[src/rtl/iommu_w_translate.sv]
// iommu_w_translate: AXI4 write-path IOVA->PA translation stage with W-beat buffering and fault drain
// Ports:
//   clk, rst           clock, synchronous active-high reset
//   bypass             bare mode (no walker), sampled with the accepted AW
//   s_axi_aw*/w*/b*    upstream AXI4 write slave (IOVA side)
//   m_axi_aw*/w*/b*    downstream AXI4 write master (physical side)
//   tr_req_*           page walk request (VPN)
//   tr_resp_*          page walk response (PPN or fault)
//   fault_irq          one-cycle pulse per faulted burst
//   fault_count        saturating count of faulted bursts
module iommu_w_translate #(
   parameter int SADDR_W    = 64,
   parameter int MADDR_W    = 34,
   parameter int DATA_W     = 256,
   parameter int ID_W       = 3,
   parameter int WBUF_DEPTH = 16,
   parameter int PAGE_SHIFT = 12
) (
   input  logic                       clk,
   input  logic                       rst,
   input  logic                       bypass,
   input  logic [SADDR_W-1:0]         s_axi_awaddr,
   input  logic [7:0]                 s_axi_awlen,
   input  logic [2:0]                 s_axi_awsize,
   input  logic [1:0]                 s_axi_awburst,
   input  logic                       s_axi_awlock,
   input  logic [3:0]                 s_axi_awcache,
   input  logic [2:0]                 s_axi_awprot,
   input  logic [ID_W-1:0]            s_axi_awid,
   input  logic                       s_axi_awvalid,
   output logic                       s_axi_awready,
   input  logic [DATA_W-1:0]          s_axi_wdata,
   input  logic [DATA_W/8-1:0]        s_axi_wstrb,
   input  logic                       s_axi_wlast,
   input  logic                       s_axi_wvalid,
   output logic                       s_axi_wready,
   output logic [1:0]                 s_axi_bresp,
   output logic [ID_W-1:0]            s_axi_bid,
   output logic                       s_axi_bvalid,
   input  logic                       s_axi_bready,
   output logic [MADDR_W-1:0]         m_axi_awaddr,
   output logic [7:0]                 m_axi_awlen,
   output logic [2:0]                 m_axi_awsize,
   output logic [1:0]                 m_axi_awburst,
   output logic                       m_axi_awlock,
   output logic [3:0]                 m_axi_awcache,
   output logic [2:0]                 m_axi_awprot,
   output logic [ID_W-1:0]            m_axi_awid,
   output logic                       m_axi_awvalid,
   input  logic                       m_axi_awready,
   output logic [DATA_W-1:0]          m_axi_wdata,
   output logic [DATA_W/8-1:0]        m_axi_wstrb,
   output logic                       m_axi_wlast,
   output logic                       m_axi_wvalid,
   input  logic                       m_axi_wready,
   input  logic [1:0]                 m_axi_bresp,
   input  logic [ID_W-1:0]            m_axi_bid,
   input  logic                       m_axi_bvalid,
   output logic                       m_axi_bready,
   output logic [SADDR_W-PAGE_SHIFT-1:0] tr_req_vpn,
   output logic                       tr_req_valid,
   input  logic                       tr_req_ready,
   input  logic [MADDR_W-PAGE_SHIFT-1:0] tr_resp_ppn,
   input  logic                       tr_resp_fault,
   input  logic                       tr_resp_valid,
   output logic                       fault_irq,
   output logic [15:0]                fault_count
);
   typedef enum logic [3:0] {IDLE, CHECK, XREQ, XWAIT, AW, WFWD, BWAIT, DRAIN, BERR} state_t;
   localparam int PW = $clog2(WBUF_DEPTH);
   localparam int BW = DATA_W + DATA_W/8 + 1;
   localparam int unsigned DEPTH = WBUF_DEPTH;
   localparam logic [PW:0] FULL = DEPTH[PW:0];
   localparam logic [SADDR_W:0] ONE = 1;
   state_t state_q, state_d;
   logic [SADDR_W-1:0] addr_q;
   logic [7:0] len_q;
   logic [2:0] size_q, prot_q;
   logic [1:0] burst_q;
   logic lock_q, byp_q, irq_q;
   logic [3:0] cache_q;
   logic [ID_W-1:0] id_q;
   logic [MADDR_W-1:0] phys_q;
   logic [15:0] fcnt_q;
   logic [BW-1:0] mem [WBUF_DEPTH];
   logic [PW-1:0] wp_q, rp_q;
   logic [PW:0] cnt_q;
   logic [BW-1:0] head;
   logic empty, full, push, pop, range_f, enter_drain;
   logic [SADDR_W:0] beats, last_a;
   assign empty = cnt_q == '0;
   assign full  = cnt_q == FULL;
   assign head  = mem[rp_q];
   assign push  = s_axi_wvalid & s_axi_wready;
   // Last byte of the burst, one bit wider than the IOVA so wrap past the top is seen as a crossing
   assign beats  = {{(SADDR_W-7){1'b0}}, len_q} + ONE;
   assign last_a = {1'b0, addr_q} + (beats << size_q) - ONE;
   assign range_f = (burst_q == 2'b01 && last_a[SADDR_W:PAGE_SHIFT] != {1'b0, addr_q[SADDR_W-1:PAGE_SHIFT]})
                  || (byp_q && |addr_q[SADDR_W-1:MADDR_W]);
   always_comb begin
      state_d = state_q;
      pop = 1'b0;
      case (state_q)
         IDLE:  if (s_axi_awvalid) state_d = CHECK;
         CHECK: state_d = range_f ? DRAIN : byp_q ? AW : XREQ;
         XREQ:  if (tr_req_ready) state_d = XWAIT;
         XWAIT: if (tr_resp_valid) state_d = tr_resp_fault ? DRAIN : AW;
         AW:    if (m_axi_awready) state_d = WFWD;
         WFWD: begin
            pop = m_axi_wready & ~empty;
            if (pop && head[0]) state_d = BWAIT;
         end
         BWAIT: if (m_axi_bvalid && s_axi_bready) state_d = IDLE;
         DRAIN: begin
            pop = ~empty;
            if (pop && head[0]) state_d = BERR;
         end
         BERR:  if (s_axi_bready) state_d = IDLE;
         default: state_d = IDLE;
      endcase
   end
   assign enter_drain = state_d == DRAIN && state_q != DRAIN;
   always_ff @(posedge clk) begin
      if (rst) begin
         state_q <= IDLE;
         irq_q   <= 1'b0;
         fcnt_q  <= '0;
         wp_q    <= '0;
         rp_q    <= '0;
         cnt_q   <= '0;
      end else begin
         state_q <= state_d;
         irq_q   <= enter_drain;
         fcnt_q  <= fcnt_q + 16'(enter_drain & ~&fcnt_q);
         wp_q    <= wp_q + PW'(push);
         rp_q    <= rp_q + PW'(pop);
         cnt_q   <= cnt_q + (PW+1)'(push) - (PW+1)'(pop);
      end
   end
   always_ff @(posedge clk) begin
      if (state_q == IDLE && s_axi_awvalid) begin
         addr_q  <= s_axi_awaddr;
         len_q   <= s_axi_awlen;
         size_q  <= s_axi_awsize;
         burst_q <= s_axi_awburst;
         lock_q  <= s_axi_awlock;
         cache_q <= s_axi_awcache;
         prot_q  <= s_axi_awprot;
         id_q    <= s_axi_awid;
         byp_q   <= bypass;
      end
      if (state_q == CHECK) phys_q <= addr_q[MADDR_W-1:0];
      else if (state_q == XWAIT && tr_resp_valid) phys_q <= {tr_resp_ppn, addr_q[PAGE_SHIFT-1:0]};
      if (push) mem[wp_q] <= {s_axi_wdata, s_axi_wstrb, s_axi_wlast};
   end
   // Handshake outputs are held low while rst is asserted, whatever the state register holds
   assign s_axi_awready = ~rst && state_q == IDLE;
   assign s_axi_wready  = ~rst & ~full;
   assign tr_req_valid  = ~rst && state_q == XREQ;
   assign tr_req_vpn    = addr_q[SADDR_W-1:PAGE_SHIFT];
   assign m_axi_awvalid = ~rst && state_q == AW;
   assign m_axi_awaddr  = phys_q;
   assign m_axi_awlen   = len_q;
   assign m_axi_awsize  = size_q;
   assign m_axi_awburst = burst_q;
   assign m_axi_awlock  = lock_q;
   assign m_axi_awcache = cache_q;
   assign m_axi_awprot  = prot_q;
   assign m_axi_awid    = id_q;
   assign m_axi_wvalid  = ~rst && state_q == WFWD && ~empty;
   assign {m_axi_wdata, m_axi_wstrb, m_axi_wlast} = head;
   assign m_axi_bready  = ~rst && state_q == BWAIT && s_axi_bready;
   assign s_axi_bvalid  = ~rst && ((state_q == BWAIT && m_axi_bvalid) || state_q == BERR);
   assign s_axi_bresp   = state_q == BERR ? 2'b10 : m_axi_bresp;
   assign s_axi_bid     = state_q == BERR ? id_q : m_axi_bid;
   assign fault_irq     = irq_q;
   assign fault_count   = fcnt_q;
endmodule
[config.mk]
export PLATFORM = sky130hd
export DESIGN_NAME = iommu_w_translate
export DESIGN_NICKNAME = d
export VERILOG_FILES = /design/src/rtl/iommu_w_translate.sv
export SDC_FILE = /design/constraint.sdc
export NUM_CORES = 2
export LEC_CHECK = 0
export ABC_CLOCK_PERIOD_IN_PS = 56400
export CAP_MARGIN = 10
export CORE_MARGIN = 2
export CORE_UTILIZATION = 45
export CTS_BUF_LIST = sky130_fd_sc_hd__clkbuf_4 sky130_fd_sc_hd__clkbuf_8
export CTS_CLUSTER_DIAMETER = 150
export CTS_CLUSTER_SIZE = 12
export DETAILED_ROUTE_END_ITERATION = 16
export GPL_TIMING_DRIVEN = 0
export PLACE_DENSITY = 0.58
export SLEW_MARGIN = 25
export SYNTH_ARGS = -nofsm -noshare
export SYNTH_HDL_FRONTEND = slang
export SYNTH_MEMORY_MAX_BITS = 65536
export SYNTH_SLANG_ARGS = --single-unit
export TNS_END_PERCENT = 50
[constraint.sdc]
create_clock -name clk -period 56.4 [get_ports clk]
set_input_delay 8.46 -clock clk [delete_from_list [all_inputs] [get_ports clk]]
set_output_delay 8.46 -clock clk [all_outputs]
set_load 0.02 [all_outputs]
=== After elaboration in Yosys (flattened, before gate mapping) ===
Memory sizes are Yosys's and may differ from the RTL's. A register that Yosys moved wholly into a read port is not among the register bits.
Index checks and enable logic that the tools add are counted.

* Logic and storage cells: 91
* Register bits: 157
* Output and inout port bits: 428
* Memories: 1
* Bits in writable memories: 4624
* Input port bits: 416

{| class="wikitable"
|+ Memories
! memory !! depth !! bits a word !! rd ports !! clocked after Yosys merged registers in !! write ports !! RTL line !! source
|-
| mem || 16 || 289 || 1 || 1 || 1 || 85 || <nowiki>logic [BW-1:0] mem [WBUF_DEPTH];</nowiki>
|}

* Add/subtract/negate cells: 8
* Muxes and demuxes: 20
* Reductions and logical operators: 25
* Bitwise gates (word level): 7
* Shift operators: 1
* Equal/unequal tests: 13

{| class="wikitable"
|+ Operators with widths
! operator !! count
|-
| 34-bit 2-to-1 mux || 2
|-
| 64-bit by 65-bit adder with 65-bit output || 1
|-
| 9-bit by 3-bit << shifter with 65-bit output || 1
|-
| 65-bit by 1-bit subtractor with 65-bit output, second input constant || 1
|-
| 53-bit by 52-bit inequality test with 1-bit output || 1
|-
| 4-bit 2-to-1 mux || 9
|-
| 4-bit one-hot mux with 9 select lines || 1
|-
| 30-bit OR reduction || 1
|-
| 4-bit by 3-bit equality test with 1-bit output, second input constant || 5
|-
| 1-bit logical AND || 17
|-
| 16-bit by 1-bit adder with 16-bit output || 1
|-
| 16-bit AND reduction || 1
|-
| 8-bit by 1-bit adder with 9-bit output, second input constant || 1
|-
| 3-bit 2-to-1 mux || 3
|-
| 4-bit by 1-bit adder with 4-bit output || 2
|-
| 4-bit by 2-bit equality test with 1-bit output, second input constant || 2
|-
| 5-bit by 1-bit adder with 5-bit output || 1
|-
| 5-bit equality test, second input constant || 1
|-
| 5-bit logical NOT || 1
|-
| 5-bit by 1-bit subtractor with 5-bit output || 1
|-
| 1-bit bitwise AND || 4
|-
| 4-bit by 1-bit equality test with 1-bit output, second input constant || 1
|-
| 4-bit equality test, second input constant || 1
|-
| 4-bit logical NOT || 1
|-
| other kinds (9) || 14
|}

=== Depth between registers and ports, before layout ===
* Depth after elaboration: 13
* Mapped depth: 30

=== Least setup slack after synthesis ===
Ideal clock, no wire load.

* Path type: input port to flip-flop
* Start point: in rst
* End point: mem mem[0][0] in the netlist's numbering, enable pin
* Cell stages on the path: 4
* Setup slack: 26221 ps
* Arrival time: 28886 ps
* Required time: 55107 ps
* Setup time: 1293 ps
* Path through: a31oi_1 nand2_1 or3_1 nor3_1

* Word-level cells in the longest chain between the ends: 5

{| class="wikitable"
|+ RTL lines
! what !! RTL line !! source
|-
| start: declaration || 20 || <nowiki>input logic rst,</nowiki>
|-
| 1-bit NOT || 158 || <nowiki>assign s_axi_wready = ~rst & ~full;</nowiki>
|-
| 1-bit bitwise AND || 158 ||
|-
| 1-bit bitwise AND || 94 || <nowiki>assign push = s_axi_wvalid & s_axi_wready;</nowiki>
|-
| 1-bit 2-to-1 mux || 154 || <nowiki>if (push) mem[wp_q] <= {s_axi_wdata, s_axi_wstrb, s_axi_wlast};</nowiki>
|-
| 1-bit 2-to-1 mux (implied by the code) || 154 ||
|-
| end: declaration || 85 ||
|}

No other way between the ends.

=== Worst setup path in the final report ===
* Start point: in rst
* End point: out tr_req_valid

* Word-level cells in the longest chain between the ends: 2

{| class="wikitable"
|+ RTL lines
! what !! RTL line !! source
|-
| 1-bit NOT || 159 || <nowiki>assign tr_req_valid = ~rst && state_q == XREQ;</nowiki>
|-
| 1-bit logical AND || 159 ||
|-
| end: declaration || 61 || <nowiki>output logic tr_req_valid,</nowiki>
|}

No other way between the ends.

==> metrics.cfg <==
[worst_setup_path]
cp_max_fo = 10
r2r-start = m_axi_awlen[2]
r2r_cells = 30
critPathArrivalTime_ns = 10.30
cp.required_ns = 47.94
r2r-end = fault_count[6]
r2r_slack_ns = 48.14
critPathLaunchType = input port
path_class = input port to output pin
endpoint_kind = output pin

[logic_synthesis]
synthArstFlopShare = 0
ys_seq_area_frac = 0.768
synth_top_area_share = 0.764
synth_cell_type_count = 79
synth_edf_count = 4747
synth_area_per_cell_um2 = 22.9
synth_area_um2 = 187000
yosysWarnings = 0
synthCells = 8160
synth.area.top_cells = edfxtp_1, mux4_2, ha_1, clkbuf_1, a21oi_1
synth_most_common_cell = edfxtp_1
ys.flop_type = edfxtp_1
ys_top_cells_by_count = edfxtp_1, mux4_2, clkbuf_1
ys_ff_latch = 4781
synth_nets = 8682
yosysTopAreaCell = edfxtp_1

[timing]
worstMarginPinSlew_ns = 1.11
fin_skew_ns = 0.0749
fin_ws_ns = 37.64
whs_ns = 0.453
tns_ns = 0
max_freq_ghz = 0.0533
maxSlewHeadroom = 0.259
slew_violations = 0
rsz0062_at_grt = false
fin_crit_ns = 18.76
finalCritPeriodShare = 0.333
finalSetupViolCount = 0
hold_violations = 0

[detailed_routing]
dr.pass1.iters = 6
wl_per_cell_um = 33.9
drcViolationCount = 0
dr.first_iter.drc_count = 11100
vias_per_cell = 6.01
wl_um = 527000
ant_nets = 0
vias = 93500

[clocking]
clkSlewWorstSetupHoldPaths_ns = 0.09
clkLatencyLatePin_ns = 1.16
cts-root-buf = clkbuf_8
htree_levels = 5
cts_setup_buffers = 0
clkSinkCount = 4781
cts_buffers = 438
hold_buffers = 0
clk_path_buf_depth = 4
postCtsResizedCells = 0
cts_tree = done

[pwr]
switching_power_mw = 1.82
p_clk_frac = 0.266
swShare = 0.262
power_density_nw_per_um2 = 31.8
p_leak_nw = 66.3
vdd_drop_max_mv = 0.0206
p_seq_frac = 0.579
p_int_mw = 5.12
p_comb_frac = 0.155

[floorplanning]
die_area_um2 = 420000
start_util = 0.452
die_y_um = 648
coreArea_um2 = 413000
die_x_um = 648
rows = 236
io_pins = 844

[placement]
dpl.hpwl_um = 368000
dp_cells = 15000
post-place-ws_ns = 37.66
portBuffers = 843
gp_congestion = 0.880
dpl-instance-area_um2 = 211000

[grt]
grt_overflow = 0
grt_pass1_wl_um = 731000
grt_usage = 0.249
grt_pass1_vias = 94900
grt_max_degree = 72
grt_antenna_before_repair = 126

[min_path]
hold_path_end = m_axi_awaddr[4]
hp-start = addr_q[4]
holdCritPathClass = flop to flop
whs_path_depth = 0

[outcome]
status = completed

[layout]
fin_area_um2 = 218000
final_cells = 15600
drive_gt1_frac = 0.271
nets = 10500
syn2layout_area_growth_pct = 16.9

[flow_run]
cap_viol_max_count = 0

## worst max-delay path by stage
stage | startpoint | endpoint | depth (start not counted)
3_3_place_gp | rst | mem[2][113] | 6
2_1_floorplan | rst | mem[0][0] | 4
3_5_place_dp | rst | m_axi_wvalid | 4
6_report | rst | tr_req_valid | 5
5_1_grt | rst | m_axi_wvalid | 4
4_1_cts | rst | m_axi_wvalid | 4
## worst max-delay path: stages
cell and delay (ns):
clkdlybuf4s50_1 0.52, clkbuf_1 0.45, nor2_1 0.10, and3_1 0.21, clkdlybuf4s50_1 0.55
## state kept, by name, summed over array words and instances (netlist names), 5 cells and up
register      count
mem            4624
m_axi_awaddr     34
fault_count      16
m_axi_awlen       8
addr_q           64
cnt_q             5
## power by group through the flow
stage          clock network, mW  logic [mW]  registers [mW]
3_3_place_gp                   0        1.03            4.17
3_5_place_dp                   0        1.07            4.10
6_report                    1.85        1.07            4.02
4_1_cts                     1.90        1.07            4.02
5_1_grt                     2.01        1.15            4.02
2_1_floorplan                  0       0.596            4.12
## metal layers
metal / up-vias / global-route usage / routed length (um) / part of all wire
met5: - / 0 / 299 / 0.00057
li1: 38100 / - / - / -
met2: 3822 / 0.410 / 259000 / 0.49
met1: 50700 / 0.339 / 209000 / 0.40
met4: 48 / 0.0747 / 16900 / 0.032
met3: 770 / 0.0452 / 41200 / 0.078
## layout by cell type (no fill, tap or decap), drive strengths merged, types with 44 or more instances in the layout
master / instances
o21ai: 100
diode: 58
mux4: 1395
mux2i: 65
clkdlybuf4s50: 843
nor2b: 76
edfxtp: 4747
nand2: 116
nor2: 134
a21oi: 183
nor3: 55
inv: 147
clkbuf: 776
ha: 105
a211oi: 70
buf: 669
xnor2: 44
## cell type report
type                            instances  area [um^2]
Antenna cell                           58          145
Buffer                                445         2100
Clock buffer                          470         6290
Clock inverter                         27          268
Fill cell                           31800       195000
Inverter                              131          497
Multi-Input combinational cell       2803        41100
Sequential cell                      4781       143000
Tap cell                             5474         6850
Timing Repair Buffer                 1373        17600
## metrics by stage
stage | total power [mW] | utilization
after floorplan | 4.72 | -
after global placement | 5.20 | 0.489
after detailed placement | 5.17 | 0.512
after CTS | 6.99 | 0.528
after global routing | 7.18 | 0.528
final | 6.94 | 0.528
## cell families (layout without fill, tap and decap cells)
group	Yosys count	after routing	synth area share
simple gates	618	618	0.0175
other cells	0	58	0
flops	4781	4781	0.768
xor+xnor	81	81	0.00380
fa+ha+maj	106	106	0.00715
mux	1488	1488	0.174
buf+inv	576	2446	0.0127
compound gates	510	510	0.0172
No activity file was read; power rests on OpenSTA's default activity.
